## src/rtl/uart_rx.sv

```systemverilog
// UART receiver: takes the synchronized serial line, centre-samples each bit, checks the stop bit.
// The word appears on a valid/ready port one cycle after the stop-bit sample; an unaccepted word blocks new ones (overrun).
module uart_rx #(
    parameter int CLKS_PER_BIT = 868,
    parameter int DATA_BITS    = 8
) (
    input  logic                 clk,
    input  logic                 rst_n,
    input  logic                 rx_i,
    input  logic                 ready_i,
    output logic [DATA_BITS-1:0] data_o,
    output logic                 valid_o,
    output logic                 frame_err_o,
    output logic                 overrun_o,
    output logic                 busy_o
);

    localparam int CNT_W = $clog2(CLKS_PER_BIT);
    localparam int IDX_W = $clog2(DATA_BITS + 1);
    localparam int HALF  = CLKS_PER_BIT / 2;

    localparam logic [CNT_W-1:0] CNT_HALF = CNT_W'(HALF - 1);
    localparam logic [CNT_W-1:0] CNT_LAST = CNT_W'(CLKS_PER_BIT - 1);
    localparam logic [IDX_W-1:0] IDX_LAST = IDX_W'(DATA_BITS - 1);

    localparam logic [2:0] ST_IDLE  = 3'd0;
    localparam logic [2:0] ST_START = 3'd1;
    localparam logic [2:0] ST_DATA  = 3'd2;
    localparam logic [2:0] ST_STOP  = 3'd3;
    localparam logic [2:0] ST_BREAK = 3'd4;

    logic [2:0]           state_q, state_d;
    logic [CNT_W-1:0]     cnt_q, cnt_d;
    logic [IDX_W-1:0]     idx_q, idx_d;
    logic [DATA_BITS-1:0] sh_q, sh_d;
    logic [DATA_BITS-1:0] data_q, data_d;
    logic                 valid_q, valid_d;
    logic                 ferr_q, ferr_d;
    logic                 ovr_q, ovr_d;
    logic                 word_done;

    always_comb begin
        state_d   = state_q;
        cnt_d     = cnt_q;
        idx_d     = idx_q;
        sh_d      = sh_q;
        data_d    = data_q;
        valid_d   = valid_q;
        ferr_d    = 1'b0;
        ovr_d     = 1'b0;
        word_done = 1'b0;

        if (valid_q && ready_i) begin
            valid_d = 1'b0;
        end

        case (state_q)
            ST_IDLE: begin
                cnt_d = '0;
                if (!rx_i) begin
                    state_d = ST_START;
                end
            end
            ST_START: begin
                // Re-check the line half a bit in; a short low pulse is dropped silently.
                if (cnt_q == CNT_HALF) begin
                    cnt_d = '0;
                    if (!rx_i) begin
                        state_d = ST_DATA;
                        idx_d   = '0;
                    end else begin
                        state_d = ST_IDLE;
                    end
                end else begin
                    cnt_d = cnt_q + 1'b1;
                end
            end
            ST_DATA: begin
                if (cnt_q == CNT_LAST) begin
                    cnt_d = '0;
                    sh_d  = {rx_i, sh_q[DATA_BITS-1:1]};
                    idx_d = idx_q + 1'b1;
                    if (idx_q == IDX_LAST) begin
                        state_d = ST_STOP;
                    end
                end else begin
                    cnt_d = cnt_q + 1'b1;
                end
            end
            ST_STOP: begin
                // Leaving at mid-stop-bit lets a following start edge be caught with no idle gap.
                if (cnt_q == CNT_LAST) begin
                    cnt_d = '0;
                    if (rx_i) begin
                        word_done = 1'b1;
                        state_d   = ST_IDLE;
                    end else begin
                        ferr_d  = 1'b1;
                        state_d = ST_BREAK;
                    end
                end else begin
                    cnt_d = cnt_q + 1'b1;
                end
            end
            ST_BREAK: begin
                if (rx_i) begin
                    state_d = ST_IDLE;
                end
            end
            default: begin
                state_d = ST_IDLE;
            end
        endcase

        // A word accepted this same cycle frees the slot for the new one.
        if (word_done) begin
            if (!valid_q || ready_i) begin
                data_d  = sh_q;
                valid_d = 1'b1;
            end else begin
                ovr_d = 1'b1;
            end
        end
    end

    always_ff @(posedge clk) begin
        if (!rst_n) begin
            state_q <= ST_IDLE;
            cnt_q   <= '0;
            idx_q   <= '0;
            sh_q    <= '0;
            data_q  <= '0;
            valid_q <= 1'b0;
            ferr_q  <= 1'b0;
            ovr_q   <= 1'b0;
        end else begin
            state_q <= state_d;
            cnt_q   <= cnt_d;
            idx_q   <= idx_d;
            sh_q    <= sh_d;
            data_q  <= data_d;
            valid_q <= valid_d;
            ferr_q  <= ferr_d;
            ovr_q   <= ovr_d;
        end
    end

    assign data_o      = data_q;
    assign valid_o     = valid_q;
    assign frame_err_o = ferr_q;
    assign overrun_o   = ovr_q;
    assign busy_o      = (state_q != ST_IDLE);

endmodule

```

## config.mk

```make
export PLATFORM = sky130hd
export DESIGN_NAME = uart_rx
export DESIGN_NICKNAME = d
export VERILOG_FILES = /design/src/rtl/uart_rx.sv
export SDC_FILE = /design/constraint.sdc
export NUM_CORES = 1
export LEC_CHECK = 0
export CAP_MARGIN = 40
export CORE_MARGIN = 2
export CORE_UTILIZATION = 25
export DETAILED_ROUTE_END_ITERATION = 6
export GPL_ROUTABILITY_DRIVEN = 0
export GPL_TIMING_DRIVEN = 0
export SYNTH_ARGS = -nofsm -noshare
export SYNTH_HDL_FRONTEND = slang
export SYNTH_SLANG_ARGS = --single-unit
```

## constraint.sdc

```tcl
create_clock -name clk -period 2 [get_ports clk]
set_input_delay 0.3 -clock clk [delete_from_list [all_inputs] [get_ports clk]]
set_output_delay 0.3 -clock clk [all_outputs]
set_load 0.01 [all_outputs]
```

==> results of run 1 <==
## power breakdown
group | switching (W) | total (W) | internal (W)
registers | 0.0000133 | 0.000736 | 0.000723
logic | 0.0000697 | 0.000123 | 0.0000532
clock network | 0.000273 | 0.000643 | 0.000370
total | 0.000356 | 0.00150 | 0.00115
## sequential cells by signal, summed over array words and instances, names as in the netlist
name and flops:
valid_o 1, data_o 8, idx_q 4, state_q 3, frame_err_o 1, sh_q 8
overrun_o 1, cnt_q 10
## final cells by class
class	count	area (um^2)	share of cell area, %
buffer	14	75.1	3.46
clock buffer	6	72.6	3.34
clock inverter	2	35.0	1.61
inverter	7	26.3	1.21
multi-input combinational	158	955	44.0
sequential	36	728	33.6
tap	96	120	5.54
timing repair buffer	16	158	7.27
## cells by family (layout without fill, tap and decap cells)
| family | count (synthesis) | after routing | share of synthesized area (%) |
|---|---|---|---|
| flops | 36 | 36 | 41.2 |
| buf+inv | 23 | 45 | 5.50 |
| simple gates | 83 | 83 | 26.2 |
| fa+ha+maj | 3 | 3 | 2.14 |
| mux | 2 | 2 | 1.14 |
| compound gates | 70 | 70 | 23.8 |
## repair_timing
| action | in CTS | in global routing |
|---|---|---|
| pin swaps | 1 | 3 |
| cloned | 0 | 0 |
| endpoints found under the setup margin | 23 | 22 |
| resized for setup | 5 | 14 |
| buffers inserted | 0 | 1 |
## worst register-to-register path, stage by stage (launching register included)
cell,delay [ps]
dfxtp_4,360
inv_2,60
ha_4,110
or4b_1,420
o31a_1,400
or2_1,240
o311a_1,280
## worst max path at each step
stage | endpoint | start | slack, ps
floorplan | idx_q[3] | cnt_q[0] | 70
global placement | data_o[4] | cnt_q[0] | -90
detailed placement | data_o[4] | cnt_q[0] | -120
CTS | idx_q[3] | cnt_q[1] | 20
global route | idx_q[3] | cnt_q[1] | -40
finish | idx_q[3] | cnt_q[1] | 30
## stage by stage
step	total power (W)	util, %
CTS	0.00150	31.3
detailed placement	0.000864	29.7
finish	0.00150	31.9
global route	0.00156	31.9
global placement	0.000864	29.7
floorplan	0.000826	-
## routing by layer
| layer | vias up | global-route usage (%) |
|---|---|---|
| met5 | - | 0 |
| met4 | 0 | 4.62 |
| met3 | 6 | 2.92 |
| met2 | 31 | 17.8 |
| met1 | 793 | 15.3 |
| li1 | 833 | - |
## cell usage in the layout (no fill, tap or decap), types with 4 or more instances in the layout
cell type and n:
clkdlybuf4s50_1 15, a21oi_1 28, inv_1 5, clkbuf_8 5, o22ai_1 7, o21ai_0 14
clkbuf_1 9, nor2b_1 4, o21a_1 4, nor3_1 5, dfxtp_1 34, nand3_1 20
nor2_1 4, nor3b_1 5, nand2_1 23
==> impl_metrics.csv, run 1 <==
group,metric,value,unit
status,status,"completed",
floorplanning,die_x,87.7,um
floorplanning,placementRows,30,
clocking,cts_root_buf,"clkbuf_8",
worst_hold_path,hold_path_class,"reg2reg",
synth,yosysUniqueCellTypes,44,
synth,yosysTopAreaCellShare,41.2,%
synth,ys_top_cells_by_area,"dfxtp_1 (41%), a21oi_1 (8.0%), nand3_1 (5.7%), nand2_1 (4.9%), o21ai_0 (4.3%)",
worst_hold_path,hold-path-endpoint,"sh_q[0]",
synth,synth_flop_cell,"dfxtp_1",
critical_path,cp.arrival,2160,ps
power,p_leak,0.681,nW
global_routing,antenna_found_initial,0,
timing,setup_tns,0,ps
critical_path,worst_path_max_delay_cell,"or4b_1",
critical_path,crit_required,2190,ps
synth,synth-seq-cells,36,
routing,drc,0,
timing,max_freq,507,MHz
critical_path,critPathLaunchType,"flip-flop",
routing,dr.pass1.iters,4,
power,ir_drop,265,uV
routing,drtIter0Drc,84,
critical_path,worstReg2RegEnd,"idx_q[3]",
clocking,cts.sinks,36,
final_layout,nets,245,
timing,rsz0062_at_grt,"true",
critical_path,critPathTopFamily,"compound AO/OA/AOI/OAI gates",
final_layout,antenna_cells,0,
final_layout,final_cells,335,
global_routing,first_global_vias,1496,
synth,synth.most_common_cell,"dfxtp_1",
clocking,cts_hold_buffers,0,
flow_run,drv_cap,0,
routing,top_layer,"met4",
placed_design,dp.cells,328,
critical_path,r2r-start,"cnt_q[1]",
critical_path,crit_chain,"inv_2, ha_4, or4b_1, o31a_1, or2_1, o311a_1",
clocking,cts_tree,"done",
synth,syn_area,1750,um^2
floorplanning,core,6790,um^2
placed_design,place_area,2020,um^2
synth,synth-edff-count,0,
timing,period_share,98.7,%
global_routing,grtUsageTotal,11.5,%
global_routing,grt_max_degree,12,
synth,avgSynthCellArea,8.07,um^2
critical_path,worst-path-stages,6,
routing,routedWlPerCell,12.5,um
global_routing,grt_pass1_wl,7010,um
routing,ant_nets,0,
timing,max_slew_margin,62.5,%
routing,wl,4200,um
routing,vias,1663,
clocking,h-tree-depth,2,
critical_path,r2r_cells,6,
synth,syn-num-nets,224,
critical_path,worstPathBufferInverterCount,1,
routing,met3WireLength,166,um
critical_path,reg2reg_slack,30,ps
clocking,cts_buffers,5,
synth,yosysTopAreaCell,"dfxtp_1",
worst_hold_path,worstHoldStart,"sh_q[0]",
synth,synth_async_sr_flop_share,0,%
floorplanning,initial_utilization,25.8,%
routing,met1_length,2060,um
timing,finalCriticalPeriod,1970,ps
final_layout,fill_cells,713,
timing,max_slew.worst_pin.slew,562,ps
critical_path,path_max_fanout,6,
global_routing,globalRouteOverflowTotal,0,
clocking,clock_latency,290,ps
placed_design,dp_hpwl,2900,um
routing,wl_met2,1900,um
timing,finalWorstSetupSlack,26.3,ps
power,p_per_area,692,nW/um^2
critical_path,slowest_delay,420,ps
floorplanning,fp.dieArea,7690,um^2
timing,setup_viol_count_final,0,
routing,viasPerCell,4.96,
clocking,clk_path_buf_depth,2,
timing,finalClockSkew,3.35,ps
synth,ys_warn_count,0,
timing,whs,472,ps
final_layout,layout-drive-gt1-share,10.9,%
placed_design,portBuffers,15,
timing,slew_viol_final,0,
floorplanning,die_h,87.7,um
synth,synth_cells,217,
critical_path,crit_type,"reg2reg",
final_layout,area_growth,23.9,%
worst_hold_path,hold_depth,2,
floorplanning,io_pins,16,
synth,ys_seq_area_share,41.2,%
final_layout,final_area,2170,um^2
critical_path,endpoint_kind,"flip-flop",
synth,synthTopCellsByCount,"dfxtp_1 (36), a21oi_1 (28), nand2_1 (23)",
placed_design,place_ws,-117,ps
timing,hold_violations,0,
clocking,clk_transition_reported_paths,70,ps
Power figures use the tool's default switching activity.
==> run 2, diff against run 1 <==
--- a/config.mk
+++ b/config.mk
@@ -6,7 +6,6 @@
 export NUM_CORES = 1
 export LEC_CHECK = 0
 export CAP_MARGIN = 40
-export CORE_MARGIN = 2
 export CORE_UTILIZATION = 25
 export DETAILED_ROUTE_END_ITERATION = 6
 export GPL_ROUTABILITY_DRIVEN = 0
==> run 2 against run 1 <==
  * Global-route usage up 0.31 points
  * Clock power about the same
  * Worst setup slack better by 50 ps
  * Count of clock-buffer cells in the layout unchanged
  * Routed wire length down 0.38%
  * Non-clock buffer count up 1
  * Maximum frequency up 2.6%
  * Final area up 0.40%
  * Sequential cell count unchanged
  * First-iteration DRC count up 26%
  * Core utilization up 0.13 points
==> impl_metrics.csv, run 2 (synthesis gave the netlist of run 1 again) <==
group,metric,value,unit
status,status,"completed",
clocking,cts_buffers,5,
routing,drc,0,
placed_design,dp_hpwl,2810,um
clocking,clock_latency,300,ps
clocking,cts_hold_buffers,0,
floorplanning,core,6790,um^2
critical_path,r2r-start,"cnt_q[1]",
critical_path,critPathLaunchType,"flip-flop",
timing,rsz0062_at_grt,"true",
floorplanning,io_pins,16,
critical_path,worst_path_max_delay_cell,"or4b_1",
critical_path,crit_type,"reg2reg",
placed_design,portBuffers,15,
timing,period_share,96.2,%
clocking,cts_tree,"done",
final_layout,regMostFlops,"cnt_q",
routing,vias,1620,
timing,slew_viol_final,0,
final_layout,nets,246,
global_routing,grt-busiest-layer,"met2",
power,p_per_area,692,nW/um^2
routing,ant_nets,0,
power,ir_drop,197,uV
global_routing,grt_pass1_wl,6870,um
global_routing,grtUsageMet2,17.5,%
global_routing,first_global_vias,1475,
routing,drtIter0Drc,106,
timing,max_slew_margin,54.0,%
floorplanning,die_x,85.7,um
flow_run,drv_cap,0,
critical_path,slowest_delay,420,ps
worst_hold_path,hold_path_class,"reg2reg",
timing,max_freq,520,MHz
clocking,cts.sinks,36,
floorplanning,placementRows,30,
critical_path,crit_required,2190,ps
floorplanning,initial_utilization,25.8,%
critical_path,cp-startpoint,"cnt_q[1]",
routing,viasPerCell,4.82,
critical_path,worstReg2RegEnd,"idx_q[3]",
final_layout,layout_commonest_cell,"dfxtp_1",
timing,setup_tns,0,ps
floorplanning,fp.dieArea,7340,um^2
power,fin_total_pwr,0.00151,W
timing,max_slew.worst_pin.slew,683,ps
critical_path,r2r_cells,6,
floorplanning,die_h,85.7,um
critical_path,endpoint_kind,"flip-flop",
final_layout,layout-drive-gt1-share,11.7,%
clocking,h-tree-depth,2,
power,p_leak,0.691,nW
critical_path,crit_chain,"inv_1, ha_1, or4b_1, o31a_1, or2_0, o311a_1",
routing,dr.pass1.iters,4,
global_routing,antenna_found_initial,0,
clocking,clk_transition_reported_paths,80,ps
final_layout,fin_util,32.1,%
global_routing,grtUsageMet1,15.7,%
global_routing,met3_usage,2.79,%
timing,hold_violations,0,
global_routing,globalRouteOverflowTotal,0,
timing,finalCriticalPeriod,1920,ps
final_layout,final_cell_mix,"dfxtp_1 (34), a21oi_1 (28), nand2_1 (23)",
clocking,cts_root_buf,"clkbuf_8",
critical_path,worstSetupEndpoint,"idx_q[3]",
timing,setup_viol_count_final,0,
timing,finalClockSkew,7.40,ps
final_layout,antenna_cells,0,
global_routing,grtUsageTotal,11.8,%
global_routing,grt_max_degree,12,
final_layout,largest_reg_flops,10,
critical_path,path_max_fanout,6,
clocking,clk_path_buf_depth,2,
critical_path,cp.arrival,2110,ps
final_layout,area_growth,24.4,%
routing,routedWlPerCell,12.5,um
critical_path,reg2reg_slack,80,ps
routing,wl,4190,um
-- run 2: repair_timing --
item	CTS	global route
setup buffers	0	2
pin swaps	1	3
setup endpoints to repair	24	28
gates resized for setup	6	13
-- run 2: metrics by stage --
| step | instances | setup slack (ps) | hold slack (ps) | instance area (um^2) |
|---|---|---|---|---|
| 3_3_place_gp | 328 | -94.9 | 448 | 2020 |
| 2_1_floorplan | 217 | 72.4 | 376 | 1750 |
| 3_5_place_dp | 328 | -142 | 455 | 2020 |
| 4_1_cts | 334 | 26.6 | 473 | 2130 |
| 6_report | 336 | 76.2 | 472 | 2180 |
| 5_1_grt | 336 | -19.4 | 494 | 2180 |
-- run 2: how the worst min path moves through the flow --
stage	start	cells after the start	slack, ps	end
floorplan	ready_i	1	380	overrun_o
global placement	sh_q[0]	2	450	sh_q[0]
detailed placement	sh_q[0]	2	450	sh_q[0]
CTS	sh_q[0]	2	470	sh_q[0]
global route	sh_q[0]	2	490	sh_q[0]
finish	sh_q[0]	2	470	sh_q[0]
-- run 2: final cells by class --
type | instances | area (um^2)
buffer | 14 | 76.3
clock buffer | 6 | 72.6
clock inverter | 2 | 35.0
sequential | 36 | 726
inverter | 7 | 26.3
multi-input combinational | 158 | 957
timing repair buffer | 17 | 165
tap | 96 | 120
fill | 735 | 4620
-- run 2: critical path: cells and delay by family, from the launching register on --
kind | cells | cell delay (ps)
compound gates | 2 | 660
simple gates | 2 | 640
flops | 1 | 340
buf+inv | 1 | 50
fa+ha+maj | 1 | 130
-- run 2: per-layer routing --
layer / share of wire (%) / vias up
met5: 0 / -
li1: - / 835
met4: 2.6 / 0
met1: 48 / 750
met2: 46 / 27
met3: 3.3 / 8
-- run 2: where the power goes --
| part | internal, W | switching (W) |
|---|---|---|
| clock network | 0.000370 | 0.000271 |
| logic | 0.0000566 | 0.0000729 |
| registers | 0.000724 | 0.0000127 |
